`src/rtl/mc_ctrl_pkg.sv`:
```
// Shared encodings for the multi-cycle MIPS control sequencer.
// States, opcodes, datapath select codes and the control bundle.
package mc_ctrl_pkg;

   typedef enum logic [3:0] {
      S_FETCH   = 4'd0,
      S_DECODE  = 4'd1,
      S_MEMADR  = 4'd2,
      S_MEMRD   = 4'd3,
      S_MEMWB   = 4'd4,
      S_MEMWR   = 4'd5,
      S_EXEC    = 4'd6,
      S_ALUWB   = 4'd7,
      S_BRANCH  = 4'd8,
      S_JUMP    = 4'd9,
      S_JALS    = 4'd10,
      S_ILLEGAL = 4'd11
   } state_e;

   localparam logic [5:0] OP_R   = 6'b000000;
   localparam logic [5:0] OP_LW  = 6'b100011;
   localparam logic [5:0] OP_SW  = 6'b101011;
   localparam logic [5:0] OP_BEQ = 6'b000100;
   localparam logic [5:0] OP_J   = 6'b000010;
   localparam logic [5:0] OP_JAL = 6'b000011;

   localparam logic [1:0] SRCB_REG   = 2'b00;
   localparam logic [1:0] SRCB_FOUR  = 2'b01;
   localparam logic [1:0] SRCB_IMM   = 2'b10;
   localparam logic [1:0] SRCB_IMMSH = 2'b11;

   localparam logic [1:0] ALUOP_ADD   = 2'b00;
   localparam logic [1:0] ALUOP_SUB   = 2'b01;
   localparam logic [1:0] ALUOP_FUNCT = 2'b10;

   localparam logic [1:0] PCSRC_ALU    = 2'b00;
   localparam logic [1:0] PCSRC_ALUOUT = 2'b01;
   localparam logic [1:0] PCSRC_JUMP   = 2'b10;

   typedef struct packed {
      logic       pc_write;
      logic       pc_write_cond;
      logic       iord;
      logic       mem_read;
      logic       mem_write;
      logic       ir_write;
      logic       reg_dst;
      logic       memto_reg;
      logic       reg_write;
      logic       alu_src_a;
      logic       jal;
      logic [1:0] alu_src_b;
      logic [1:0] alu_op;
      logic [1:0] pc_source;
      logic       illegal_op;
   } ctrl_t;

   localparam ctrl_t CTRL_IDLE = '0;

   // States that wait on the memory handshake and run the timer.
   function automatic logic is_wait_state(input state_e s);
      return (s == S_FETCH) || (s == S_MEMRD) || (s == S_MEMWR);
   endfunction

endpackage

```
`src/rtl/mem_wait_timer.sv`:
```
// Bounded wait counter for memory handshakes.
// expired_o flags the TIMEOUT-th consecutive counted cycle.
module mem_wait_timer #(
   parameter int unsigned TIMEOUT = 15
) (
   input  logic clk_i,
   input  logic rst_i,
   input  logic clr_i,
   input  logic en_i,
   output logic expired_o
);

   localparam logic [7:0] LAST = 8'(TIMEOUT - 1);

   logic [7:0] cnt_q;
   logic [7:0] cnt_d;

   // Clear has priority; otherwise count each enabled cycle.
   always_comb begin
      cnt_d = cnt_q;
      if (clr_i) begin
         cnt_d = '0;
      end else if (en_i) begin
         cnt_d = cnt_q + 8'd1;
      end
   end

   // Counter register.
   always_ff @(posedge clk_i or posedge rst_i) begin
      if (rst_i) begin
         cnt_q <= '0;
      end else begin
         cnt_q <= cnt_d;
      end
   end

   assign expired_o = en_i && (cnt_q == LAST);

endmodule

```
`src/rtl/mc_ctrl_fsm.sv`:
```
// Moore sequencer stepping the shared MIPS datapath one phase per clock.
// Optional MC_CTRL_PERF_EN adds cycle_count / instr_count ports.
module mc_ctrl_fsm #(
   parameter int unsigned TIMEOUT = 15
) (
   input  logic        clk,
   input  logic        reset,
   input  logic [5:0]  opcode,
   input  logic        zero,
   input  logic        mem_ready,
   output logic        PCWrite,
   output logic        PCWriteCond,
   output logic        IorD,
   output logic        MemRead,
   output logic        MemWrite,
   output logic        IRWrite,
   output logic        RegDst,
   output logic        MemtoReg,
   output logic        RegWrite,
   output logic        ALUSrcA,
   output logic        Jal,
   output logic [1:0]  ALUSrcB,
   output logic [1:0]  AluOP,
   output logic [1:0]  PCSource,
   output logic [3:0]  state,
   output logic        illegal_op,
   output logic        mem_err
`ifdef MC_CTRL_PERF_EN
   ,
   output logic [31:0] cycle_count,
   output logic [31:0] instr_count
`endif
);

   import mc_ctrl_pkg::*;

   state_e state_q;
   state_e state_d;
   ctrl_t  c;
   logic   tmr_en;
   logic   tmr_clr;
   logic   tmr_exp;

   // The zero flag is consumed by the datapath, not here.
   logic unused_zero;
   assign unused_zero = zero;

   // Timer counts stalled cycles; any exit or non-wait state clears it.
   assign tmr_en  = is_wait_state(state_q) && !mem_ready;
   assign tmr_clr = !tmr_en || tmr_exp;

   mem_wait_timer #(
      .TIMEOUT(TIMEOUT)
   ) u_timer (
      .clk_i    (clk),
      .rst_i    (reset),
      .clr_i    (tmr_clr),
      .en_i     (tmr_en),
      .expired_o(tmr_exp)
   );

   // State register.
   always_ff @(posedge clk or posedge reset) begin
      if (reset) begin
         state_q <= S_FETCH;
      end else begin
         state_q <= state_d;
      end
   end

   // Next-state and per-state control decode.
   always_comb begin
      state_d = state_q;
      c       = CTRL_IDLE;
      unique case (state_q)
         S_FETCH: begin
            c.mem_read  = 1'b1;
            c.alu_src_b = SRCB_FOUR;
            c.alu_op    = ALUOP_ADD;
            c.pc_source = PCSRC_ALU;
            if (mem_ready) begin
               c.ir_write = 1'b1;
               c.pc_write = 1'b1;
               state_d    = S_DECODE;
            end
         end
         S_DECODE: begin
            c.alu_src_b = SRCB_IMMSH;
            c.alu_op    = ALUOP_ADD;
            unique case (opcode)
               OP_R:         state_d = S_EXEC;
               OP_LW, OP_SW: state_d = S_MEMADR;
               OP_BEQ:       state_d = S_BRANCH;
               OP_J:         state_d = S_JUMP;
               OP_JAL:       state_d = S_JALS;
               default:      state_d = S_ILLEGAL;
            endcase
         end
         S_MEMADR: begin
            c.alu_src_a = 1'b1;
            c.alu_src_b = SRCB_IMM;
            c.alu_op    = ALUOP_ADD;
            if (opcode == OP_LW) begin
               state_d = S_MEMRD;
            end else if (opcode == OP_SW) begin
               state_d = S_MEMWR;
            end else begin
               state_d = S_FETCH;
            end
         end
         S_MEMRD: begin
            c.mem_read = 1'b1;
            c.iord     = 1'b1;
            if (mem_ready) begin
               state_d = S_MEMWB;
            end else if (tmr_exp) begin
               state_d = S_FETCH;
            end
         end
         S_MEMWB: begin
            c.memto_reg = 1'b1;
            c.reg_write = 1'b1;
            state_d     = S_FETCH;
         end
         S_MEMWR: begin
            c.mem_write = 1'b1;
            c.iord      = 1'b1;
            if (mem_ready || tmr_exp) begin
               state_d = S_FETCH;
            end
         end
         S_EXEC: begin
            c.alu_src_a = 1'b1;
            c.alu_src_b = SRCB_REG;
            c.alu_op    = ALUOP_FUNCT;
            state_d     = S_ALUWB;
         end
         S_ALUWB: begin
            c.reg_dst   = 1'b1;
            c.reg_write = 1'b1;
            state_d     = S_FETCH;
         end
         S_BRANCH: begin
            c.alu_src_a     = 1'b1;
            c.alu_src_b     = SRCB_REG;
            c.alu_op        = ALUOP_SUB;
            c.pc_write_cond = 1'b1;
            c.pc_source     = PCSRC_ALUOUT;
            state_d         = S_FETCH;
         end
         S_JUMP: begin
            c.pc_write  = 1'b1;
            c.pc_source = PCSRC_JUMP;
            state_d     = S_FETCH;
         end
         S_JALS: begin
            c.pc_write  = 1'b1;
            c.pc_source = PCSRC_JUMP;
            c.reg_write = 1'b1;
            c.jal       = 1'b1;
            state_d     = S_FETCH;
         end
         S_ILLEGAL: begin
            c.illegal_op = 1'b1;
            state_d      = S_FETCH;
         end
         default: begin
            state_d = S_FETCH;
         end
      endcase
   end

   // Enables are held low for the whole reset window.
   assign PCWrite     = c.pc_write      && !reset;
   assign PCWriteCond = c.pc_write_cond && !reset;
   assign MemRead     = c.mem_read      && !reset;
   assign MemWrite    = c.mem_write     && !reset;
   assign IRWrite     = c.ir_write      && !reset;
   assign RegWrite    = c.reg_write     && !reset;
   assign illegal_op  = c.illegal_op    && !reset;
   assign mem_err     = tmr_exp         && !reset;
   assign IorD        = c.iord;
   assign RegDst      = c.reg_dst;
   assign MemtoReg    = c.memto_reg;
   assign ALUSrcA     = c.alu_src_a;
   assign Jal         = c.jal;
   assign ALUSrcB     = c.alu_src_b;
   assign AluOP       = c.alu_op;
   assign PCSource    = c.pc_source;
   assign state       = state_q;

`ifdef MC_CTRL_PERF_EN
   logic [31:0] cyc_q;
   logic [31:0] ins_q;

   // Free-running cycle and completed-fetch counters.
   always_ff @(posedge clk or posedge reset) begin
      if (reset) begin
         cyc_q <= '0;
         ins_q <= '0;
      end else begin
         cyc_q <= cyc_q + 32'd1;
         if (state_q == S_FETCH && mem_ready) begin
            ins_q <= ins_q + 32'd1;
         end
      end
   end

   assign cycle_count = cyc_q;
   assign instr_count = ins_q;
`endif

endmodule

```
`config.mk`:
```
export PLATFORM = sky130hd
export DESIGN_NAME = mc_ctrl_fsm
export DESIGN_NICKNAME = d
export VERILOG_FILES = /design/src/rtl/mc_ctrl_pkg.sv /design/src/rtl/mem_wait_timer.sv /design/src/rtl/mc_ctrl_fsm.sv
export SDC_FILE = /design/constraint.sdc
export NUM_CORES = 1
export LEC_CHECK = 0
export ABC_AREA = 1
export BUFFER_PORTS_ARGS = -buffer_cell sky130_fd_sc_hd__clkbuf_2
export CORE_UTILIZATION = 35
export DETAILED_ROUTE_END_ITERATION = 6
export GPL_TIMING_DRIVEN = 0
export MAX_ROUTING_LAYER = met4
export SYNTH_ARGS = -nofsm -noshare
export SYNTH_HDL_FRONTEND = slang
export SYNTH_SLANG_ARGS = --single-unit
```
`constraint.sdc`:
```
create_clock -name clk -period 1.65 [get_ports clk]
set_input_delay 0.4125 -clock clk [delete_from_list [all_inputs] [get_ports clk]]
set_output_delay 0.4125 -clock clk [all_outputs]
set_load 0.02 [all_outputs]
```
==> summary.md <==
| Metric | Value |
|---|---|
| Status | `finished with violations` |
| Failing checks | `setup timing` |
| DR iter-0 viols | `22` |
| Max_cap viols | `0` |
| Startpoint type of the worst setup path | `flop` |
| CTS Sinks | `12` |
| Slew headroom | `66.9%` |
| Routed WL | `3290 µm` |
| CTS tree | `done` |
| Clock skew | `between 1.5 and 2 ps` |
| Ys flop type | `dfrtp_1` |
| Final setup margin | `-299 ps` |
| Max Slew Vio Count | `0` |
| Mapped Nets | `154` |
| Initial Util | `37.6%` |
| 1st-pass router iterations | `4` |
| Largest net degree at the start of global routing | `15` |
| Worst stage delay on the critical path | `380 ps` |
| Crit path buffers/inverters | `2` |
| Nets@finish | `214` |
| Commonest non-fill, non-tap cells in the layout | `nand2_1 (20), nor2_1 (20), buf_4 (20), buf_6 (17), inv_1 (14)` |
| Cell area after layout | `1710 µm²` |
| RR Startpoint | `u_timer.cnt_q[0]` |
| Initial antenna violation count | `0` |
| Max H-tree Level | `1` |
| Worst flop-to-flop path endpoint | `state[0]` |
| Die Y | `roughly 54 µm` |
| RSZ-0062 raised after global routing | `true` |
| Final hold violations | `0` |
| Post-synthesis register bit count | `12` |
| Antenna cells | `0` |
| PortBufs | `30` |
| Max Root-Sink Buffers | `2` |
| Routability cong. | `0.810` |
| CP max-delay cell | `dfrtp_1` |
| Worst Setup End Kind | `primary output` |
| Critical Path AT | `approximately 1500 ps` |
| Critical path class | `reg2out` |
| WL per Instance | `14.2 µm` |
| Sequential share of the synthesized area | `32.0%` |
| Worst Path Required | `about 1200 ps` |
| Yosys Warn Count | `0` |
| Number of cells on the critical path | `7` |
| Synthesized area per cell | `6.62 µm²` |
| Cell Chain, Critical Path | `inv_1 > ha_2 > nand3b_1 > nor2_2 > nand3_4 > nor2_4 > buf_8` |
| Post-synth EDFFs | `0` |
| # DRC | `0` |
| Row count | `18` |
| GRT Util Overall | `between 10% and 20%` |
| Vias in the first global route | `963` |
| Post-synthesis async set-or-reset flop share | `100%` |
| Synthesis-to-layout area growth | `81.6%` |
| Core area | `between 2000 and 2500 µm²` |
| Worst-path maximum fanout | `2` |
| PD cells | `1630 nW/µm²` |
| CTS Buf Count | `3` |
| DP Cell Count | `202` |
| Post-Synthesis Cells | `142` |
| Total power | `2.78 mW` |
| Clock-pin slew on the worst setup and hold paths | `90 ps` |
| VDD IR max | `0.00115 V` |
| Vias | `1160` |
| Antenna-violating nets left | `0` |
| Fmax | `513 MHz` |
| Placed cell area | `1170 µm²` |
| Die span in x | `53.8 µm` |
| Final setup violation count | `19` |
| Share of layout cells above drive strength 1 | `54.7%` |
| P_leak | `between 0.8 and 0.9 nW` |
| Worst-margin pin slew | `slightly below 500 ps` |
| Mapped cell area | `940 µm²` |
| Worst setup startpoint | `u_timer.cnt_q[0]` |
| Fin crit share | `118%` |
| Grt ovf | `0` |
| Synth cell types | `25` |
| R2R depth | `11` |
| Tmin final | `1950 ps` |
| First-pass GRT wire length | `about 3900 µm` |
| Via/cell ratio | `5.02` |
| CP delay by family, top | `simple AND/OR/NAND/NOR gates` |
| Root Buffer | `clkbuf_4` |
| Worst-Skew Late Latency | `roughly 280 ps` |
| Die ar. | `2900 µm²` |
| Detail Placement HPWL | `1800 µm` |
| Ports | `33` |
| R2R setup slack | `10 ps` |
| Worst min path class | `in2async` |
| Final std cells w/o fill | `between 200 and 250` |
## where the power goes
group          switching [mW]  internal, mW
Combinational            1.11         0.940
Clock                   0.117         0.134
Sequential              0.119         0.358
Total                    1.35          1.43
## worst reg2reg max path, delay by kind of cell (launching register included)
| kind | cells | cell delay, ps |
|---|---|---|
| flip-flops | 1 | 380 |
| buffers and inverters | 3 | 340 |
| AND/OR/NAND/NOR | 7 | 630 |
| adder cells (fa/ha/maj) | 1 | 190 |
## flip-flops by register name, indices dropped and copies added (netlist names)
signal / count
u_timer.cnt_q: 8
state: 4
## cell families (layout without fill, tap and decap cells)
| kind of cell | count (synthesis) | after routing | share of synthesized area [%] |
|---|---|---|---|
| adder cells (fa/ha/maj) | 2 | 2 | 2.66 |
| buffers and inverters | 26 | 85 | 10.4 |
| AO/OA/AOI/OAI | 12 | 12 | 7.99 |
| XOR/XNOR | 3 | 3 | 2.80 |
| flip-flops | 12 | 12 | 32.0 |
| AND/OR/NAND/NOR | 87 | 87 | 44.2 |
## Yosys cell counts (all sizes together) (2+ instances only)
cell | instances | share of area [%]
o211ai | 2 | 1.6
nand4 | 4 | 2.7
nand2 | 29 | 14
a21oi | 3 | 1.6
nor2 | 36 | 15
nor3 | 3 | 1.6
nand3 | 12 | 8.8
xor2 | 3 | 2.8
dfrtp | 12 | 32
ha | 2 | 2.7
o21ai | 4 | 2.1
inv | 25 | 10
## area by class of cell
cell class / count / area (µm²)
fillers: 193 / 793
multi-input cells: 104 / 726
repair buffers: 55 / 497
flip-flops and latches: 12 / 305
inverters: 25 / 101
well taps: 30 / 37.5
clock buffers: 4 / 36.3
plain buffers: 1 / 3.75
## how the worst max path moves through the flow
stage,slack (ps),endpoint
CTS,-240,mem_err
floorplan,1,RegWrite
global placement,-140,PCWrite
detailed placement,-160,PCWrite
global route,-390,mem_err
finish,-300,mem_err
## per-layer routing
metal,GRT usage [%],part of all wire [%],wire (µm)
met1,23.6,38,1260
met2,31.9,56,1830
met3,1.69,2.9,95
met4,7.46,2.8,91
met5,-,0,0
## stage by stage
stage | TNS [ps] | hold WS [ps] | setup WS [ps] | utilization [%]
2_1_floorplan | 0 | 471 | 1.45 | -
3_3_place_gp | -297 | 496 | -136 | 46.8
3_5_place_dp | -403 | 512 | -164 | 46.8
4_1_cts | -2440 | 247 | -243 | 57.9
5_1_grt | -4250 | 317 | -387 | 68.3
6_report | -2940 | 277 | -299 | 68.3
## what timing repair did
action / 4_1_cts / 5_1_grt
pin swaps: 11 / 10
endpoints found under the hold margin: 0 / 0
resized for setup: 42 / 61
hold buffers: 0 / 0
setup buffers: 14 / 11
endpoints found under the setup margin: 19 / 19
No activity file was read; power rests on OpenSTA's default activity.
